### src/rtl/wb_rr_arbiter.sv
// wb_rr_arbiter: two-master round-robin Wishbone classic arbiter in front of a single slave port.
// Optional cycle watchdog compiled in with `define WB_ARB_WATCHDOG_EN.
module wb_rr_arbiter #(
  parameter int AW = 32,
  parameter int DW = 32,
  parameter int TIMEOUT = 255
) (
  input  logic            wb_clk,
  input  logic            sys_rst_i,
  input  logic            m0_cyc_i,
  input  logic            m0_stb_i,
  input  logic            m0_we_i,
  input  logic [AW-1:0]   m0_adr_i,
  input  logic [DW-1:0]   m0_dat_i,
  input  logic [DW/8-1:0] m0_sel_i,
  output logic [DW-1:0]   m0_dat_o,
  output logic            m0_ack_o,
  output logic            m0_err_o,
  input  logic            m1_cyc_i,
  input  logic            m1_stb_i,
  input  logic            m1_we_i,
  input  logic [AW-1:0]   m1_adr_i,
  input  logic [DW-1:0]   m1_dat_i,
  input  logic [DW/8-1:0] m1_sel_i,
  output logic [DW-1:0]   m1_dat_o,
  output logic            m1_ack_o,
  output logic            m1_err_o,
  output logic            s_cyc_o,
  output logic            s_stb_o,
  output logic            s_we_o,
  output logic [AW-1:0]   s_adr_o,
  output logic [DW-1:0]   s_dat_o,
  output logic [DW/8-1:0] s_sel_o,
  input  logic [DW-1:0]   s_dat_i,
  input  logic            s_ack_i,
  input  logic            s_err_i,
  output logic [1:0]      gnt_o
);
  // State encoding doubles as the one-hot grant, so gnt_o comes straight from the state flops.
  typedef enum logic [1:0] {IDLE = 2'b00, GNT0 = 2'b01, GNT1 = 2'b10} state_t;
  state_t state, state_nx;
  logic last, to, g0, g1;
  if (TIMEOUT < 1 || TIMEOUT > 65535) begin : g_bad_timeout
    $error("TIMEOUT out of range");
  end
  assign g0 = state == GNT0;
  assign g1 = state == GNT1;
  assign gnt_o = state;
  always_comb begin
    state_nx = IDLE;
    if (state == IDLE)
      state_nx = (m0_cyc_i && m1_cyc_i) ? (last ? GNT0 : GNT1) :
                 m0_cyc_i ? GNT0 : m1_cyc_i ? GNT1 : IDLE;
    else if (g0)
      state_nx = (m0_cyc_i && !to) ? GNT0 : IDLE;
    else if (g1)
      state_nx = (m1_cyc_i && !to) ? GNT1 : IDLE;
  end
  always_ff @(posedge wb_clk or posedge sys_rst_i) begin
    if (sys_rst_i) begin
      state <= IDLE;
      last <= 1'b1;
    end else begin
      state <= state_nx;
      if (state != IDLE && state_nx == IDLE) last <= g1;
    end
  end
`ifdef WB_ARB_WATCHDOG_EN
  logic [15:0] cnt;
  assign to = (state != IDLE) && (cnt == 16'(TIMEOUT));
  always_ff @(posedge wb_clk or posedge sys_rst_i) begin
    if (sys_rst_i) cnt <= '0;
    else cnt <= (state == IDLE || state_nx == IDLE || s_ack_i || s_err_i) ? '0 :
                s_stb_o ? cnt + 16'd1 : cnt;
  end
`else
  assign to = 1'b0;
`endif
  // A watchdog timeout withdraws the cycle from the slave in the same cycle the error is returned.
  always_comb begin
    s_cyc_o = g0 ? m0_cyc_i & ~to : g1 ? m1_cyc_i & ~to : 1'b0;
    s_stb_o = g0 ? m0_stb_i & ~to : g1 ? m1_stb_i & ~to : 1'b0;
    s_we_o  = g0 ? m0_we_i : g1 ? m1_we_i : 1'b0;
    s_adr_o = g0 ? m0_adr_i : g1 ? m1_adr_i : '0;
    s_dat_o = g0 ? m0_dat_i : g1 ? m1_dat_i : '0;
    s_sel_o = g0 ? m0_sel_i : g1 ? m1_sel_i : '0;
    m0_ack_o = g0 & s_ack_i;
    m1_ack_o = g1 & s_ack_i;
    m0_err_o = g0 & (s_err_i | to);
    m1_err_o = g1 & (s_err_i | to);
    m0_dat_o = g0 ? s_dat_i : '0;
    m1_dat_o = g1 ? s_dat_i : '0;
  end
endmodule

### config.mk
export PLATFORM = sky130hd
export DESIGN_NAME = wb_rr_arbiter
export DESIGN_NICKNAME = d
export VERILOG_FILES = /design/src/rtl/wb_rr_arbiter.sv
export SDC_FILE = /design/constraint.sdc
export NUM_CORES = 1
export LEC_CHECK = 0
export CAP_MARGIN = 20
export CORE_AREA = 2 2 124 126
export DETAILED_ROUTE_END_ITERATION = 7
export DIE_AREA = 0 0 126 128
export PLACE_DENSITY_LB_ADDON = 0.08
export SYNTH_ARGS = -nofsm -noshare
export SYNTH_HDL_FRONTEND = slang
export SYNTH_SLANG_ARGS = --single-unit
### constraint.sdc
create_clock -name wb_clk -period 2.09 [get_ports wb_clk]
set_clock_uncertainty 0.1 [all_clocks]
set_input_delay 0.418 -clock wb_clk [delete_from_list [all_inputs] [get_ports wb_clk]]
set_output_delay 0.418 -clock wb_clk [all_outputs]
set_load 0.02 [all_outputs]
[Yosys cells after proc, flatten, opt, wreduce, memory -nomap -nowiden]
Cells that the tools add are included.
Widths: inputs -> output; s select.
Storage, ports and cells
  flip-flop bits (word level): 3
  input port bits: 178
  output and inout port bits: 141
  word-level logic and storage cells: 35
Operators by class
  equal/unequal tests: 2
  muxes and demuxes: 22
  bitwise operators: 4
  reduce and logical (&&, ||, !) cells: 5
Operators by type and width (count)
  $mux 32: 6
  $mux 2: 7
  $mux 4: 2
  $mux 1: 7
  $and 1x1->1: 4
  $logic_not 2->1: 2
  $eq 2x1->1 const B: 1
  $eq 2x2->1 const B: 1
  $logic_and 1x1->1: 2
  $reduce_bool 2->1: 1

[Longest topological paths before layout]
Gate-level depths: netlist of the first run.
  depth in word-level cells: 6
  gate-level depth with buffers: 5
  depth with buffers taken out: 3

[Least setup slack after synthesis of the first run]
Ideal clock, no wire load.
  path kind: flip-flop to output port
  from: reg state[1] (netlist: gnt_o[1])
  to: out s_dat_o[15]
  data arrival time: 1.321 ns
  required time: 1.572 ns
  slack: 0.251 ns
  stages on the path, launching flop included: 6
  buffers on the path: 3
  cell sequence: dfrtp_1 nor2b_4 buf_6 buf_6 buf_6 a22o_1
On the way
  word-level cells in the longest chain between the ends: 3
  elaborated cells on any way between the ends: 4
  classes of those cells: 2 x eq/ne; 2 x mux
Ends and longest elaborated chain
  from (decl): RTL line 41  | state_t state, state_nx;
  from (signal assigned): RTL line 64  | state <= state_nx;
  $eq 2x2->1: RTL line 47  | assign g1 = state == GNT1;
  $mux 32: RTL line 85  | s_dat_o = g0 ? m0_dat_i : g1 ? m1_dat_i : '0;
  $mux 32 (*): RTL line 85
  to (decl): RTL line 32  | output logic [DW-1:0] s_dat_o,
Every way passes the cells marked *; elsewhere a longest branch is shown, timed or not.

[Worst setup path in the final report of the first run]
  from: reg state[0] (netlist: gnt_o[0])
  to: out m0_dat_o[5]
On the way
  word-level cells in the longest chain between the ends: 2
Ends and longest elaborated chain
  $eq 2x1->1: RTL line 46  | assign g0 = state == GNT0;
  $mux 32: RTL line 91  | m0_dat_o = g0 ? s_dat_i : '0;
  to (decl): RTL line 16  | output logic [DW-1:0] m0_dat_o,
No other way between the ends.

==> out/results.env, run 1 <==
ANTENNA_VIOLATING_NETS_POST_ROUTE=0
RSZ0062_AT_GRT='yes'
GLOBAL_ROUTE_WIRE_LENGTH_BEFORE_REPAIR_MM=15.3
CLOCK_PATH_BUFFERS=2
GLOBALPLACE.CONGESTION=0.737
ANTENNA_CELLS=0
DRV.MAX_CAP_VIOLATION_COUNT=0
DRT_ITER0_DRC=60
HTREE_LEVELS=1
FMAXACHIEVABLE_GHz=0.488
CRITICAL_PATH_CLASS='register to output pin'
DR_TOTAL_VIAS=2679
FLOW.AREA_GROWTH_FROM_SYNTHESIS_PCT=225
CTS-BUFFERS-INSERTED=3
CLKTRANSATPATHREGS_NS=0.03
HOLD_BUFFERS=0
ANTENNA_FOUND_INITIAL=0
SYNTH_TOP_AREA_SHARE_PCT=45.3
FINAL_CELL_MIX='179 x sky130_fd_sc_hd__clkdlybuf4s50_1, 113 x sky130_fd_sc_hd__buf_2, 70 x sky130_fd_sc_hd__a22o_1, 68 x sky130_fd_sc_hd__and2_1, 25 x sky130_fd_sc_hd__clkdlybuf4s15_2'
DP.FINAL_HPWL_MM=8.46
FINALCRITPERIODSHARE_PCT=98.1
FP.DIEW_UM=126
RUN_STATUS='finished, final reports clean'
YOSYS.AREA.TOP_TYPE='sky130_fd_sc_hd__a22o_1'
GLOBALROUTETOTALUTIL_PCT=12.1
PORT_BUFFERS=318
SLEW-LIMIT-HEADROOM_PCT=85.5
WORST_SKEW_PAIR.LATE_LATENCY_NS=0.22
DIE-AREA_SQ_UM=16100
LAYOUT.CORE_UTILIZATION_PCT=30.0
IR_DROP_V=0.000341
P_LEAK_nW=2.09
CPPEAKSTAGEDELAY_NS=0.39
HOLD_VIOL_FINAL=0
START_UTIL_PCT=9.23
DIE_Y_UM=128
DRT-VIAS-PER-INSTANCE=3.92
DR.PASS1.ITERS=3
SYN_NETS=354
NETLIST_AREA_SQ_UM=1370
ROUTE.DETAILED.DRC=0
CRITICAL_PATH_REQUIRED_NS=1.57
SLEW_VIOLATIONS=0
POWER_PER_CELL_AREA_nW_PER_UM2=560
MIN-DELAY-PATH-CLASS='input pin to asynchronous set/reset pin'
CLOCK-ROOT-BUFFER='sky130_fd_sc_hd__clkbuf_16'
NETLIST_INSTANCES=176
CRIT_CHAIN='inv_2 > nor2_4 > bufbuf_16 > and2_1 > clkdlybuf4s15_2'
VIAS_IN_THE_FIRST_GLOBAL_ROUTE=2604
CTS_SINKS=3
WORSTPATHARRIVAL_NS=1.53
CRITPATHLAUNCHTYPE='register'
ROWS=45
SETUP_VIOL=0
CORE_AREA_SQ_UM=14900
SYN-MEAN-INSTANCE-AREA_SQ_UM=7.80
DETAIL_ROUTE.WIRELENGTH_MM=11.2
YOSYS.CELL_TYPES.COUNT=17
FINAL_LAYOUT_SIZE_SUFFIX_GT1_SHARE_PCT=33.9
YOSYSSEQAREASHARE_PCT=5.56
LAYOUT_COMMONEST_CELL='sky130_fd_sc_hd__clkdlybuf4s50_1'
FINAL.HOLD.WORST_SLACK_NS=0.260
WL_PER_CELL_UM=16.4
PIN_COUNT=319
CRITICAL_PATH.SLOWEST_CELL='sky130_fd_sc_hd__dfrtp_2'
CTS_TREE='yes'
YS_SEQ_ELEMENTS=3
GRT_START_MAX_NET_PINS=37
FIN_NETS=674
YOSYS-TOP-CELLS-AREA='sky130_fd_sc_hd__a22o_1 45%, sky130_fd_sc_hd__and2_1 31%, sky130_fd_sc_hd__buf_6 7.4%'
CP_ENDPOINT_KIND='output pin'
GRT_REMAINING_OVERFLOW=0
CRIT_FANOUT=23
LAYOUT_MIN_CYCLE_TIME_NS=2.05
WORST_SLEW_PIN_SLEW_NS=0.217
SYNTH-WARNING-COUNT=0
layer usage:
layer	up-vias	track usage (%)	routed length, um
met5	-	0	0
met4	0	1.94	179
met3	10	3.21	953
met2	159	24.5	6080
met1	1214	12.4	3960
li1	1296	-	-
worst paths after layout:
| check | cells after the start | endpoint | slack, ns | from |
|---|---|---|---|---|
| max | 5 | m0_dat_o[5] | 0.04 | gnt_o[0] |
| min | 2 | gnt_o[1] | 0.26 | sys_rst_i |
| max reg2reg | 5 | last | 0.93 | gnt_o[1] |
| min reg2reg | 2 | last | 0.40 | last |
| max in group asynchronous | 2 | last | 1.42 | sys_rst_i |
| min in group wb_clk | 2 | last | 0.40 | last |
logic make-up (layout without fill, tap and decap cells):
| kind of cell | count (synthesis) | in the layout | synth area share (%) |
|---|---|---|---|
| and+or+nand+nor | 73 | 73 | 33.8 |
| DFF | 3 | 3 | 5.56 |
| buffers and inverters | 25 | 344 | 13.7 |
| AOI/OAI and AO/OA | 75 | 75 | 46.9 |
synth_stat cells:
cell type and instances:
sky130_fd_sc_hd__inv_2 1, sky130_fd_sc_hd__buf_6 9, sky130_fd_sc_hd__o21ai_0 2, sky130_fd_sc_hd__nor2b_1 1, sky130_fd_sc_hd__dfrtp_1 2, sky130_fd_sc_hd__o21a_1 1, sky130_fd_sc_hd__and2_1 68, sky130_fd_sc_hd__nand2_1 2
sky130_fd_sc_hd__clkbuf_1 3, sky130_fd_sc_hd__a22o_1 71, sky130_fd_sc_hd__buf_4 5, sky130_fd_sc_hd__inv_1 1, sky130_fd_sc_hd__nor2_4 1, sky130_fd_sc_hd__nor2b_4 1, sky130_fd_sc_hd__buf_2 6, sky130_fd_sc_hd__dfstp_2 1
sky130_fd_sc_hd__a21oi_1 1
critical path, delay by kind of cell, from the launching register on:
kind	cells	cell delay [ns]
buffers and inverters	3	0.65
DFF	1	0.39
and+or+nand+nor	2	0.27
power breakdown:
part | internal (mW) | switching [mW]
logic | 1.02 | 1.08
clock network | 0.251 | 0.0480
registers | 0.0805 | 0.0146
metrics by stage:
stage	instances	setup TNS (ns)	instance area, sq um	power, mW	setup slack [ns]
2_1_floorplan	176	0	1370	1.20	0.251
3_3_place_gp	670	-14.75	4740	2.40	-0.203
3_5_place_dp	670	-16.66	4740	2.40	-0.198
4_1_cts	682	-0.299	4750	2.61	-0.0354
5_1_grt	683	-0.652	4460	2.65	-0.0551
6_report	683	0	4460	2.50	0.0404
area by class of cell:
type                            count  area [sq um]
Clock buffer                        4          78.8
Fill cell                        1643         10400
Inverter                            2          7.51
Multi-Input combinational cell    148          1120
Sequential cell                     3          77.6
Tap cell                          188           235
Timing Repair Buffer              338          2940
state kept, by name (all words and copies together), names as in the netlist:
| name | count |
|---|---|
| gnt_o | 2 |
| last | 1 |
timing repair:
item	in CTS	in global routing
setup endpoints to repair	139	108
gates resized for setup	484	54
pin swaps	2	0
gates cloned	3	1
buffers inserted	5	0
(Power assumes the default switching activity.)
==> inputs of run 2 (changes only) <==
CTS_CLUSTER_SIZE = 24   (was not set)
PLACE_DENSITY = 0.57   (was not set)
PLACE_DENSITY_LB_ADDON = not set   (was 0.08)
==> out/results.env, run 2 (synthesis results as in run 1) <==
GRT_REMAINING_OVERFLOW=0
ANTENNA_VIOLATING_NETS_POST_ROUTE=0
FINALCRITPERIODSHARE_PCT=98.9
GLOBAL_ROUTE_WIRE_LENGTH_BEFORE_REPAIR_MM=16.6
TIMING.RR.END='last'
CPPEAKSTAGEDELAY_NS=0.40
FIN_NETS=682
CLOCK_PATH_BUFFERS=2
LAYOUT_MIN_CYCLE_TIME_NS=2.07
DRT_ITER0_DRC=45
RSZ0062_AT_GRT='yes'
CRITICAL_PATH_CLASS='register to output pin'
IR_DROP_V=0.000289
CRITICAL_PATH.SLOWEST_CELL='sky130_fd_sc_hd__dfrtp_1'
FMAXACHIEVABLE_GHz=0.484
PIN_COUNT=319
LAYOUT_COMMONEST_CELL='sky130_fd_sc_hd__clkdlybuf4s50_1'
FINAL_CELL_MIX='179 x sky130_fd_sc_hd__clkdlybuf4s50_1, 82 x sky130_fd_sc_hd__buf_2, 70 x sky130_fd_sc_hd__a22o_1, 68 x sky130_fd_sc_hd__and2_1, 23 x sky130_fd_sc_hd__buf_6'
RUN_STATUS='finished, final reports clean'
CRITICAL_PATH_REQUIRED_NS=1.57
TOP_LAYER_USED='met4'
DOMINANT_CELL_TYPE_BY_COUNT_ON_THE_CRITICAL_PATH='sky130_fd_sc_hd__buf_4'
CRIT_CHAIN='buf_6 > inv_6 > nor2_4 > buf_4 > buf_12 > a22o_1 > buf_4'
MAX_FFS_PER_REGISTER=2
SLEW-LIMIT-HEADROOM_PCT=84.6
CTS_SINKS=3
WORST_SKEW_PAIR.LATE_LATENCY_NS=0.22
DETAILROUTE.WIRELENGTH.MET2_MM=6.52
CRIT_FANOUT=13
DIE_Y_UM=128
CLOCK-ROOT-BUFFER='sky130_fd_sc_hd__clkbuf_16'
SETUP_VIOL=0
DRT-VIAS-PER-INSTANCE=4.08
P_LEAK_nW=2.25
CLKTRANSATPATHREGS_NS=0.03
WORSTPATHARRIVAL_NS=1.55
VIAS_IN_THE_FIRST_GLOBAL_ROUTE=2955
WL_MET1_MM=4.12
FLOW.AREA_GROWTH_FROM_SYNTHESIS_PCT=244
R2R.WORST_PATH.CELLS=6
CORE_AREA_SQ_UM=14900
R2R_START='gnt_o[1]'
RRSETUPSLACK_NS=0.79
ROWS=45
DIE-AREA_SQ_UM=16100
ANTENNA_FOUND_INITIAL=1
SLEW_VIOLATIONS=0
CP_ENDPOINT_KIND='output pin'
GLOBALPLACE.CONGESTION=0.786
ROUTE.DETAILED.DRC=0
HOLD_BUFFERS=0
DRV.MAX_CAP_VIOLATION_COUNT=0
START_UTIL_PCT=9.23
DR_TOTAL_VIAS=2825
POWER_PER_CELL_AREA_nW_PER_UM2=588
FINAL.HOLD.WORST_SLACK_NS=0.267
WL_PER_CELL_UM=17.3
GLOBALROUTETOTALUTIL_PCT=13.0
CRITPATHLAUNCHTYPE='register'
PORT_BUFFERS=318
MIN-DELAY-PATH-CLASS='input pin to asynchronous set/reset pin'
HOLD_VIOL_FINAL=0
DR.PASS1.ITERS=4
WORST_SLEW_PIN_SLEW_NS=0.230
HTREE_LEVELS=1
FP.DIEW_UM=126
SETUP_TOTAL_NEGATIVE_SLACK_NS=0
DETAIL_ROUTE.WIRELENGTH_MM=12.0
CTS-BUFFERS-INSERTED=3
CTS_TREE='yes'
WL_MET3_MM=1.09
DP.FINAL_HPWL_MM=8.39
FINAL.FILL_COUNT=1583
FINAL_LAYOUT_SIZE_SUFFIX_GT1_SHARE_PCT=31.6
GRT_START_MAX_NET_PINS=28
==> run 2: what timing repair did <==
item                       in CTS  in global routing
gates resized for setup       493                 68
gates cloned                    7                  3
pin swaps                       4                 12
setup endpoints to repair     137                 79
buffers inserted               11                  0
==> run 2: routing by layer <==
| layer | track usage (%) | vias to the layer above |
|---|---|---|
| li1 | - | 1313 |
| met3 | 3.51 | 20 |
| met5 | 0 | - |
| met1 | 12.7 | 1287 |
| met4 | 3.04 | 0 |
| met2 | 26.9 | 205 |
==> run 2: layout make-up <==
type	count	area (sq um)	area share, %
Timing Repair Buffer	346	3200	67.7
Multi-Input combinational cell	148	1120	23.7
Tap cell	188	235	4.98
Clock buffer	4	78.8	1.67
Sequential cell	3	76.3	1.62
Inverter	2	12.5	0.265
Antenna cell	1	2.50	0.0530
==> run 2: critical path: cells and delay by family (launching register included) <==
kind            cells  cell delay [ns]
compound gates      1             0.21
buf+inv             5             0.66
flops               1             0.40
simple gates        1             0.04
==> run 2: where the power goes <==
group | internal (mW) | switching (mW)
logic | 1.21 | 1.17
clock network | 0.252 | 0.0531
registers | 0.0799 | 0.0120
==> run 2: worst max path at each step <==
stage	startpoint	endpoint	slack, ns	depth (start not counted)
2_1_floorplan	gnt_o[1]	s_dat_o[15]	0.25	5
3_3_place_gp	m0_cyc_i	s_cyc_o	-0.22	4
3_5_place_dp	m1_adr_i[8]	s_adr_o[8]	-0.21	3
4_1_cts	gnt_o[0]	s_adr_o[5]	-0.07	8
5_1_grt	gnt_o[0]	m0_dat_o[14]	-0.03	7
6_report	gnt_o[0]	s_adr_o[10]	0.02	7
==> run 2: stage by stage <==
| stage | util, % | cell area (sq um) | power, mW | setup slack (ns) | std cells |
|---|---|---|---|---|---|
| final | 31.8 | 4720 | 2.78 | 0.0228 | 692 |
| after global routing | 31.8 | 4720 | 2.91 | -0.0282 | 692 |
| after CTS | 31.0 | 4610 | 2.66 | -0.0695 | 689 |
| after detailed placement | 31.7 | 4720 | 2.37 | -0.207 | 667 |
| after global placement | 31.7 | 4720 | 2.37 | -0.221 | 667 |
| after floorplan | - | 1370 | 1.20 | 0.251 | 176 |
==> inputs of run 3 (changes only) <==
CTS_CLUSTER_DIAMETER = 150   (was not set)
RECOVER_POWER = 50   (was not set)
==> out/results.env, run 3 (synthesis results as in run 1) <==
RUN_STATUS='finished, final reports clean'
FLOW.AREA_GROWTH_FROM_SYNTHESIS_PCT=243
DETAIL_ROUTE.WIRELENGTH_MM=12.0
HOLD_BUFFERS=0
WORST_SLEW_PIN_SLEW_NS=0.230
CRIT_FANOUT=13
CTS_SINKS=3
LAYOUT_COMMONEST_CELL='sky130_fd_sc_hd__clkdlybuf4s50_1'
DR.PASS1.ITERS=4
CLOCK_PATH_BUFFERS=2
GLOBAL_ROUTE_WIRE_LENGTH_BEFORE_REPAIR_MM=16.6
DRT_ITER0_DRC=41
FINAL.HOLD.WORST_SLACK_NS=0.404
GLOBALPLACE.CONGESTION=0.786
FMAXACHIEVABLE_GHz=0.482
GRT_REMAINING_OVERFLOW=0
CLKTRANSATPATHREGS_NS=0.03
VIAS_IN_THE_FIRST_GLOBAL_ROUTE=2955
CRITPATHLAUNCHTYPE='register'
MIN-DELAY-PATH-CLASS='input pin to asynchronous set/reset pin'
CLOCK-ROOT-BUFFER='sky130_fd_sc_hd__clkbuf_16'
CORE_AREA_SQ_UM=14900
PORT_BUFFERS=318
FINAL_CELL_MIX='178 x sky130_fd_sc_hd__clkdlybuf4s50_1, 72 x sky130_fd_sc_hd__buf_2, 70 x sky130_fd_sc_hd__a22o_1, 68 x sky130_fd_sc_hd__and2_1, 23 x sky130_fd_sc_hd__buf_6'
START_UTIL_PCT=9.23
RSZ0062_AT_GRT='yes'
FIN_NETS=682
CP_ENDPOINT_KIND='output pin'
DP.FINAL_HPWL_MM=8.39
ANTENNA_VIOLATING_NETS_POST_ROUTE=0
FP.DIEW_UM=126
ROWS=45
ANTENNA_FOUND_INITIAL=1
SETUP_VIOL=0
ROUTE.DETAILED.DRC=0
P_LEAK_nW=2.23
LAYOUT_MIN_CYCLE_TIME_NS=2.08
WORSTPATHARRIVAL_NS=1.56
CTS_TREE='yes'
DIE_Y_UM=128
GRT_START_MAX_NET_PINS=28
MAX_FFS_PER_REGISTER=2
SLEW-LIMIT-HEADROOM_PCT=84.6
DIE-AREA_SQ_UM=16100
DR_TOTAL_VIAS=2817
HOLD_VIOL_FINAL=0
WORST_SKEW_PAIR.LATE_LATENCY_NS=0.22
GLOBALROUTETOTALUTIL_PCT=13.0
SETUP_TOTAL_NEGATIVE_SLACK_NS=0
WL_PER_CELL_UM=17.3
DRV.MAX_CAP_VIOLATION_COUNT=0
HTREE_LEVELS=1
CTS-BUFFERS-INSERTED=3
DRT-VIAS-PER-INSTANCE=4.07
FIN_TOTAL_PWR_mW=2.77
PIN_COUNT=319
FINALCRITPERIODSHARE_PCT=99.3
SLEW_VIOLATIONS=0
IR_DROP_V=0.000290
FINAL_LAYOUT_SIZE_SUFFIX_GT1_SHARE_PCT=31.0
POWER_PER_CELL_AREA_nW_PER_UM2=588
CRITICAL_PATH_REQUIRED_NS=1.57
CRITICAL_PATH_CLASS='register to output pin'
[run 3: per-stage QoR]
step	std cells	util (%)	setup slack, ns	cell area [sq um]
2_1_floorplan	176	-	0.251	1370
3_3_place_gp	667	31.7	-0.221	4720
3_5_place_dp	667	31.7	-0.207	4720
6_report	692	31.7	0.0148	4710
4_1_cts	689	31.0	-0.0695	4610
5_1_grt	692	31.7	-0.0282	4710
[run 3: layer usage]
layer  vias up  track usage [%]  share of wire [%]
li1       1313                -                  -
met1      1279             12.7                 34
met2       205             26.9                 55
met3        20             3.51                9.1
met4         0             3.04                2.0
met5         -                0                  0
[run 3: critical path, cell delays in order (launching register included)]
cell and delay [ns]:
sky130_fd_sc_hd__dfrtp_1 0.40, sky130_fd_sc_hd__buf_6 0.14, sky130_fd_sc_hd__inv_6 0.06, sky130_fd_sc_hd__nor2_4 0.04, sky130_fd_sc_hd__buf_4 0.16, sky130_fd_sc_hd__buf_12 0.15
sky130_fd_sc_hd__a22o_1 0.21, sky130_fd_sc_hd__buf_4 0.16
[run 3: what timing repair did]
item | 4_1_cts | 5_1_grt
setup buffers | 11 | 0
cloned | 7 | 3
pin swaps | 4 | 12
setup endpoints to repair | 137 | 79
endpoints found under the hold margin | 0 | 0
resized for setup | 493 | 68
[run 3: power by group]
group	internal, mW	leakage [nW]	switching, mW	total, mW
registers	0.0799	0.0359	0.0118	0.0917
clock network	0.252	0.0382	0.0531	0.305
logic	1.20	2.16	1.17	2.37
[run 3: cell type report]
type,instances,area [sq um]
well taps,188,235
clock buffers,4,78.8
diodes,1,2.50
multi-input cells,148,1120
flip-flops and latches,3,76.3
inverters,2,12.5
repair buffers,346,3190
fillers,1587,10200
[run 3: path summary, 6_finish.rpt]
kind	slack, ns	depth (start not counted)	to	startpoint
min in group wb_clk	0.42	1	gnt_o[1]	last
hold / removal	0.40	2	gnt_o[1]	sys_rst_i
hold reg to reg	0.42	1	gnt_o[1]	last
setup reg to reg	0.76	6	last	gnt_o[1]
setup / recovery	0.01	7	s_adr_o[10]	gnt_o[0]
max in group asynchronous	1.27	2	last	sys_rst_i
